$ cat src/rtl/mvu_pe_popcount_acc.sv
// mvu_pe_popcount_acc: sums SF popcount beats into one TO-bit result on a registered valid/ready port (MVAU_POPCOUNT_BIPOLAR_EN selects the +/-1 mapping)
module mvu_pe_popcount_acc #(
  parameter int TI   = 2,
  parameter int TO   = 8,
  parameter int SIMD = 2,
  parameter int SF   = 4
) (
  input  logic          aclk,
  input  logic          rst,
  input  logic          in_v,
  output logic          in_rdy,
  input  logic [TI-1:0] in_add,
  output logic          out_v,
  input  logic          out_rdy,
  output logic [TO-1:0] out_acc
);
  localparam int CW = SF > 1 ? $clog2(SF) : 1;
`ifdef MVAU_POPCOUNT_BIPOLAR_EN
  localparam int BIP = 1;
`else
  localparam int BIP = 0;
`endif
  generate
    if (SF < 1 || TO < $clog2(SIMD * SF + 1) + BIP) begin : g_bad_cfg
      $error("mvu_pe_popcount_acc: SF must be >= 1 and TO wide enough for SIMD*SF");
    end
  endgenerate
  typedef enum logic {ACC, HOLD} state_t;
  state_t state, state_nx;
  logic [CW-1:0] sf_cnt;
  logic [TO-1:0] acc, add, sum, res;
  logic beat, last;
  assign out_v  = state == HOLD;
  assign in_rdy = ~out_v | out_rdy;
  assign beat   = in_v & in_rdy;
  assign last   = sf_cnt == CW'(SF - 1);
  assign add    = TO'(in_add);
  // with SF==1 every beat is a whole fold, so the running sum never contributes
  assign sum    = (SF == 1 ? '0 : acc) + add;
`ifdef MVAU_POPCOUNT_BIPOLAR_EN
  // popcount p of n XNOR lanes maps to the +/-1 dot product 2p - n
  assign res    = (sum << 1) - TO'(SIMD * SF);
`else
  assign res    = sum;
`endif
  // state register: out_v is the HOLD state itself, so it comes straight from a flop
  always_ff @(posedge aclk or posedge rst) begin
    if (rst) state <= ACC;
    else     state <= state_nx;
  end
  // a final beat always (re)loads the output; otherwise a taken output frees the slot
  always_comb begin
    state_nx = (beat && last) ? HOLD : out_rdy ? ACC : state;
  end
  // fold counter, running sum and output word advance only on accepted beats
  always_ff @(posedge aclk or posedge rst) begin
    if (rst) begin
      sf_cnt  <= '0;
      acc     <= '0;
      out_acc <= '0;
    end else if (beat) begin
      sf_cnt <= last ? '0 : CW'(sf_cnt + 1'b1);
      acc    <= sf_cnt == '0 ? add : acc + add;
      if (last) out_acc <= res;
    end
  end
endmodule

$ cat config.mk
export PLATFORM = sky130hd
export DESIGN_NAME = mvu_pe_popcount_acc
export DESIGN_NICKNAME = d
export VERILOG_FILES = /design/src/rtl/mvu_pe_popcount_acc.sv
export SDC_FILE = /design/constraint.sdc
export NUM_CORES = 1
export LEC_CHECK = 0
export ABC_AREA = 0
export BUFFER_PORTS_ARGS = -buffer_cell sky130_fd_sc_hd__buf_4
export CAP_MARGIN = 10
export CORE_AREA = 2 2 41 53
export CTS_BUF_LIST = sky130_fd_sc_hd__clkbuf_16
export CTS_CLUSTER_DIAMETER = 40
export DETAILED_ROUTE_END_ITERATION = 6
export DIE_AREA = 0 0 43 55
export PLACE_DENSITY = 0.72
export SLEW_MARGIN = 20
export SYNTH_ARGS = -nofsm -noshare
export SYNTH_HDL_FRONTEND = slang
export SYNTH_SLANG_ARGS = --single-unit
$ cat constraint.sdc
create_clock -name aclk -period 2.8 [get_ports aclk]
set_input_delay 0.42 -clock aclk [delete_from_list [all_inputs] [get_ports aclk]]
set_output_delay 0.42 -clock aclk [all_outputs]
set_load 0.005 [all_outputs]
After elaboration in Yosys (flattened, before gate mapping)
Index checks and enable logic that the tools add are counted.

storage, ports and cells
  bits in registers = 19
  input bits = 6
  output and inout port bits = 10

cells by class
  add/subtract/negate cells = 2
  equality and inequality tests = 1
  mux-type cells = 4
  bitwise operators = 3
  reductions and logical operators = 4

operators by type and width
  cell                                                            number
  8-bit by 2-bit adder with 8-bit output                          1
  8-bit two-way mux                                               1
  2-bit by 1-bit adder with 2-bit output (second input constant)  1
  2-bit equality test (second input constant)                     1
  2-bit zero test                                                 1
  1-bit two-way mux                                               2
  2-bit two-way mux                                               1
  2-bit AND reduction                                             1
  2-bit nonzero test                                              1
  1-bit AND                                                       1
  1-bit logical AND                                               1
  1-bit inverter                                                  1
  1-bit bitwise OR                                                1

Longest topological paths before layout
Gate-level depths: netlist of the first run.

  word-level depth = 5
  gate-level depth with buffers = 7
  depth with buffers taken out = 7

Least setup slack after synthesis of the first run
OpenSTA, ideal clock, no wires.

  path type = input-to-reg
  from = input in_add[0]
  to = register acc[4]
  library setup time = 0.128 ns
  arrival = 1.611 ns
  setup slack = 1.061 ns
  cell stages on the path = 7
  buffers on the path = 0
  cell sequence = ha_1 > inv_1 > fa_1 > nand3b_1 > nor2b_1 > o21ai_0 > o31ai_1

on the way
  longest elaborated chain between the ends = 2

RTL lines
  what                                    line  text
  start, declared                         12    input logic [TI-1:0] in_add,
  8-bit by 2-bit adder with 8-bit output  63    acc <= sf_cnt == '0 ? add : acc + add;
  8-bit two-way mux                       63
  end signal, assigned                    63
  end, declared                           31    logic [TO-1:0] acc, add, sum, res;

Every way passes these cells.
A chain may end at the register's enable or synchronous reset.

Worst setup path after layout of the first run
  from = register acc[0]
  to = register acc[4]

on the way
  longest elaborated chain between the ends = 2

RTL lines
  what                                    line
  8-bit by 2-bit adder with 8-bit output  63
  8-bit two-way mux                       63

Every way passes these cells.

==> impl_metrics.toml, run 1 <==
[layout]
fin_cells = 132
postLayoutCellArea_um2 = 1174
register_area_um2 = 475.5
multi_input_area_um2 = 455.4
post-route-util_pct = 62.04
antennaDiodeCount = 0
fillers = 178
synthToLayoutAreaGrowth_pct = 19.19
drive_gt1_share_pct = 21.43
nets = 124

[timing]
finalHoldViolCount = 0
setup_violations = 0
final-max-slew-violation-count = 0
fmax_mhz = 553.0
finalSetupTns_ps = 0
period_minus_slack_ps = 1808
tightest_slew_ps = 710.1
rsz0062_at_grt = "false"
clock_skew_ps = 3.841
max-slew-margin-rel_pct = 52.61
fin_crit_sh_pct = 64.58

[routing]
routed.top_layer = "met4"
routedWlPerCell_um = 13.56
drt-total-wl_um = 1790
viasPerCell = 5.462
vias = 721
drcViolationCount = 0
antenna_left = 0
drt_pass1_iterations = 3
route.met3.wl_um = 49
drt-met1-wl_um = 747
wl_met2_um = 909
drt_iter0_drc = 11

[synthesis]
synth-seq-cells = 19
synthCells = 98
ys_warn_count = 0
synth_edf_count = 0
syn_nets = 109
synth.distinct_cells = 31
synth_flop_cell = "dfrtp_1"
synth_top_area_share_pct = 48.28
yosysTopAreaCell = "dfrtp_1"
ys_async_sr_fraction_pct = 100.0
synth_seq_area_share_pct = 48.28
synth.area.top_cells = "dfrtp_1, o21ai_0, nand2_1"
netlist_area_um2 = 984.7
syn_area_per_cell_um2 = 10.05

[setup_path]
critPathMaxFanout = 5
end_kind = "register"
path_cells = "ha_1 > inv_1 > fa_1 > nand3b_1 > nor2b_1 > o21ai_0 > o31ai_1"
critPathLaunchType = "register"
r2r_setup_slack_ps = 990
cpMaxStageDelayCell = "fa_1"
path_class = "reg -> reg"
slowest_delay_ps = 440
required_ps = 2930
crit_arrival_ps = 1940

[power]
power_frac_comb_pct = 34.6
p_leak_nw = 0.5612
clkPwrFrac_pct = 27.0
netSwitchingFraction_pct = 34.40
total_power_mw = 1.117
ir_drop_uv = 534.6
seqPwrFrac_pct = 38.4
p_switching_uw = 384.4
internal-power_uw = 732.9
powerDensity_nw_per_um2 = 952.0

[global_route]
grt.total_usage_pct = 19.31
grt_antenna_before_repair = 0
grt_pass1_vias = 739
grt_max_degree = 20
grt_overflow = 0
grt_pass1_wl_um = 3243

[clock_tree]
postCtsSetupBuffers = 0
cts-resized-gates = 0
cts_max_level = 1
clk_pin_slew_ps = 60
cts_buffers = 3
clock_latency_ps = 250
clock_sink_count = 19
cts_hold_buf = 0
cts_tree = "yes"
cts_root_buffer = "clkbuf_16"
clk_path_buf_depth = 2

[status]
outcome = "finished clean"

[placement]
port_buffers = 15
place_inst = 128
dp_hpwl_um = 1245
place_area_um2 = 1091
gp_congestion = 0.7713

[worst_hold_path]
min_path_type = "in -> async"

[floorplan]
dieWidth_um = 43
die_h_um = 55
io_pins = 16
core_region_area_um2 = 1892
start_util_pct = 52.05
dieArea_um2 = 2365
rows = 18

[flow_run]
maxCapViolations = 0
## area by class of cell
| cell class | count | share of cell area, % |
|---|---|---|
| Sequential cell | 19 | 40.51 |
| Tap cell | 20 | 2.132 |
| Inverter | 6 | 1.919 |
| Multi-Input combinational cell | 68 | 38.81 |
| Clock buffer | 3 | 6.397 |
| Timing Repair Buffer | 15 | 9.595 |
| Clock inverter | 1 | 0.6397 |
## Yosys cell counts, types with 2 or more instances
master	number
dfrtp_1	19
nand2_1	15
o21ai_0	13
inv_1	6
ha_1	4
o31ai_1	4
xor2_1	4
a21oi_1	3
buf_2	3
a21o_1	2
nor2b_1	2
nor3_1	2
nor3b_1	2
xnor2_1	2
## critical path: cells and delay by family, from the launching register on
| kind | cells | cell delay (ps) |
|---|---|---|
| buf+inv | 1 | 60 |
| compound gates | 2 | 240 |
| fa+ha+maj | 2 | 630 |
| flops | 1 | 350 |
| simple gates | 2 | 410 |
## flip-flops by register name, indices dropped and copies added (netlist names)
name     flops
sf_cnt       2
acc          8
out_acc      8
out_v        1
## per-stage QoR
| stage | hold WS, ps | setup WS [ps] |
|---|---|---|
| after floorplan | 371.1 | 1061 |
| after global placement | 464.5 | 899.2 |
| after detailed placement | 470.2 | 835.9 |
| after CTS | 316.4 | 989.2 |
| after global routing | 360.0 | 808.6 |
| final | 280.6 | 991.8 |
## routing by layer
metal	up-vias	track usage, %
met5	-	0
met4	0	14.14
met3	9	3.247
met2	14	33.84
met1	332	21.37
li1	366	-
## placed cells by master (no fill, tap or decap), types with 2 or more instances in the layout
| cell | instances |
|---|---|
| nor3b_1 | 2 |
| o21ai_0 | 13 |
| nor2b_1 | 2 |
| clkbuf_16 | 3 |
| ha_1 | 4 |
| nand2_1 | 15 |
| nor3_1 | 2 |
| a21oi_1 | 3 |
| dfrtp_1 | 19 |
| xor2_1 | 4 |
| o31ai_1 | 4 |
| buf_4 | 15 |
| xnor2_1 | 2 |
| a21o_1 | 2 |
| inv_1 | 6 |
## power by group through the flow
stage / Combinational, mW / Clock (mW) / Sequential, mW
CTS: 0.394 / 0.305 / 0.430
floorplan: 0.304 / 0 / 0.404
finish: 0.387 / 0.301 / 0.429
global placement: 0.382 / 0 / 0.429
global route: 0.448 / 0.314 / 0.443
detailed placement: 0.389 / 0 / 0.433
## final timing paths
path / from / endpoint / depth (start not counted)
min in group aclk: out_rdy / out_v$_DFFE_PP0P_ / 3
worst min-delay path: rst / out_acc[1]$_DFFE_PP0P_ / 2
worst max register to register: acc[0]$_DFFE_PP0N_ / acc[4]$_DFFE_PP0N_ / 7
worst min register to register: out_acc[5]$_DFFE_PP0P_ / out_acc[5]$_DFFE_PP0P_ / 2
worst max-delay path: acc[0]$_DFFE_PP0N_ / acc[4]$_DFFE_PP0N_ / 7
max in group asynchronous: rst / acc[2]$_DFFE_PP0N_ / 2
## cells by family (layout without fill, tap and decap cells)
| group | count (synthesis) | after routing | synth area share (%) |
|---|---|---|---|
| buffers and inverters | 11 | 25 | 5.463 |
| and+or+nand+nor | 30 | 30 | 16.26 |
| muxes | 2 | 2 | 2.160 |
| AOI/OAI and AO/OA | 25 | 25 | 15.37 |
| xor gates and xnor gates | 6 | 6 | 5.337 |
| DFF | 19 | 19 | 48.29 |
| adders and majority gates | 5 | 5 | 7.116 |
(Power assumes the default switching activity.)
==> inputs of run 2 (changes only) <==
- CORE_AREA: 2 2 41 53 -> 2 2 44 56
- DIE_AREA: 0 0 43 55 -> 0 0 46 58
- PLACE_DENSITY: 0.72 -> 0.67
- clock period: 2.8 -> 1.56 ns (I/O delays scaled with it)
==> run 2 against run 1 <==
Against the previous run:
- the run now ends with negative setup slack left
- total power is 88% higher
- critical path depth stayed put
- combinational power up 110%
- count of clock-buffer cells in the layout unchanged
- critical endpoint unchanged
- largest power group is now combinational logic
==> impl_metrics.toml, run 2 (synthesis results as in run 1) <==
[status]
outcome = "finished with violations"
violations = "negative setup slack"

[power]
ir_drop_uv = 938.7
p_leak_nw = 0.6003
powerDensity_nw_per_um2 = 1698
total_power_mw = 2.102

[timing]
setup_violations = 3
setup_slack_ps = -46.07
clock_skew_ps = 1.852
finalHoldViolCount = 0
hold_slack_ps = 9.472
finalSetupTns_ps = -73.61
period_minus_slack_ps = 1606
final-max-slew-violation-count = 0
tightest_slew_ps = 299.2
rsz0062_at_grt = "true"
fin_crit_sh_pct = 103.0
max-slew-margin-rel_pct = 80.05
fmax_mhz = 622.6

[placement]
gp_congestion = 0.7803
dp_hpwl_um = 1411
port_buffers = 15
place_area_um2 = 1147

[clock_tree]
cts_root_buffer = "clkbuf_16"
cts_tree = "yes"
clock_sink_count = 19
clock_latency_ps = 250
clk_pin_slew_ps = 50
cts_hold_buf = 0
cts_max_level = 1
clk_path_buf_depth = 2
cts_buffers = 3

[routing]
drt-total-wl_um = 1863
routedWlPerCell_um = 13.21
antenna_left = 0
vias = 742
viasPerCell = 5.262
drt_iter0_drc = 5
drcViolationCount = 0
drt_pass1_iterations = 4

[global_route]
grt_antenna_before_repair = 0
grt_pass1_vias = 730
grt.total_usage_pct = 17.42
grt_max_degree = 20
grt_pass1_wl_um = 3256
grt_overflow = 0

[layout]
mostFrequentLayoutCells = "buf_4, dfrtp_1, nand2_1"
antennaDiodeCount = 0
synthToLayoutAreaGrowth_pct = 25.67
nets = 132
reg_top3 = "acc (8), out_acc (8), sf_cnt (2)"
final_common_cell = "buf_4"
register_area_um2 = 475.5
postLayoutCellArea_um2 = 1237
post-route-util_pct = 57.84
fillers = 196
drive_gt1_share_pct = 29.17
multi_input_area_um2 = 460.4

[worst_hold_path]
min_path_type = "in -> async"

[setup_path]
end_kind = "register"
path_class = "reg -> reg"
critPathMaxFanout = 4
slowest_delay_ps = 350
critPathLaunchType = "register"
cpLargestDelayFamily = "adder cells"
r2r-start = "acc[0]$_DFFE_PP0N_"
r2r_setup_slack_ps = -50
worst_r2r_endpoint = "acc[4]$_DFFE_PP0N_"
cpMaxStageDelayCell = "dfrtp_1"
crit_buf_inv = 1
path_cells = "ha_2 > inv_2 > fa_2 > nand3b_1 > nor2b_1 > o21ai_1 > o31ai_1"
required_ps = 1690
crit_arrival_ps = 1740
r2r_cells = 7

[floorplan]
rows = 19
start_util_pct = 46.02
io_pins = 16
die_h_um = 58
core_region_area_um2 = 2140
dieWidth_um = 46
dieArea_um2 = 2668

[flow_run]
maxCapViolations = 0
## run 2: changes by cell type in the layout (fill, tap and decap cells not counted), sizes merged
cell      before  now
clkinvlp       1    0
clkinv         0    1
buf           15   23
## run 2: cell type report
| type | instances | area share (%) |
|---|---|---|
| sequential | 19 | 38.42 |
| multi-input combinational | 68 | 37.21 |
| timing repair buffer | 23 | 13.95 |
| inverter | 6 | 1.820 |
| clock buffer | 3 | 6.067 |
| clock inverter | 1 | 0.4044 |
| tap | 21 | 2.123 |
## run 2: power breakdown
| group | switching (mW) | internal, mW |
|---|---|---|
| logic | 0.383 | 0.416 |
| clock network | 0.188 | 0.344 |
| registers | 0.133 | 0.638 |
| total | 0.703 | 1.40 |
## run 2: what timing repair did
| action | CTS | global route |
|---|---|---|
| setup buffers | 0 | 1 |
| gates resized for setup | 0 | 4 |
| gates cloned | 0 | 0 |
| pin swaps | 0 | 1 |
| setup endpoints to repair | 3 | 8 |
## run 2: worst max-delay path by stage
stage | startpoint | endpoint | slack [ps] | cells after the start
global route | acc[0]$_DFFE_PP0N_ | acc[4]$_DFFE_PP0N_ | -180 | 7
CTS | acc[0]$_DFFE_PP0N_ | acc[4]$_DFFE_PP0N_ | -80 | 7
detailed placement | acc[0]$_DFFE_PP0N_ | acc[4]$_DFFE_PP0N_ | -70 | 7
finish | acc[0]$_DFFE_PP0N_ | acc[4]$_DFFE_PP0N_ | -50 | 7
global placement | acc[0]$_DFFE_PP0N_ | acc[4]$_DFFE_PP0N_ | -20 | 7
floorplan | acc[0]$_DFFE_PP0N_ | acc[4]$_DFFE_PP0N_ | -30 | 7
## run 2: routing by layer
metal  global-route usage (%)  up-vias  share of wire [%]
li1                         -      386                  -
met1                    20.68      342                 42
met2                    27.38       10                 52
met3                    3.115        4                2.7
met4                    12.24        0                3.2
met5                        0        -                  0
## run 2: stage by stage
stage / setup slack, ps / cells
3_3_place_gp: -19.97 / 136
4_1_cts: -81.03 / 140
5_1_grt: -183.7 / 141
3_5_place_dp: -71.62 / 136
6_report: -46.07 / 141
2_1_floorplan: -25.74 / 98
## run 2: worst reg2reg max path, stage by stage (launching register included)
cell and delay, ps:
dfrtp_1 350, ha_2 190, inv_2 40, fa_2 350, nand3b_1 210, nor2b_1 160, o21ai_1 110, o31ai_1 80
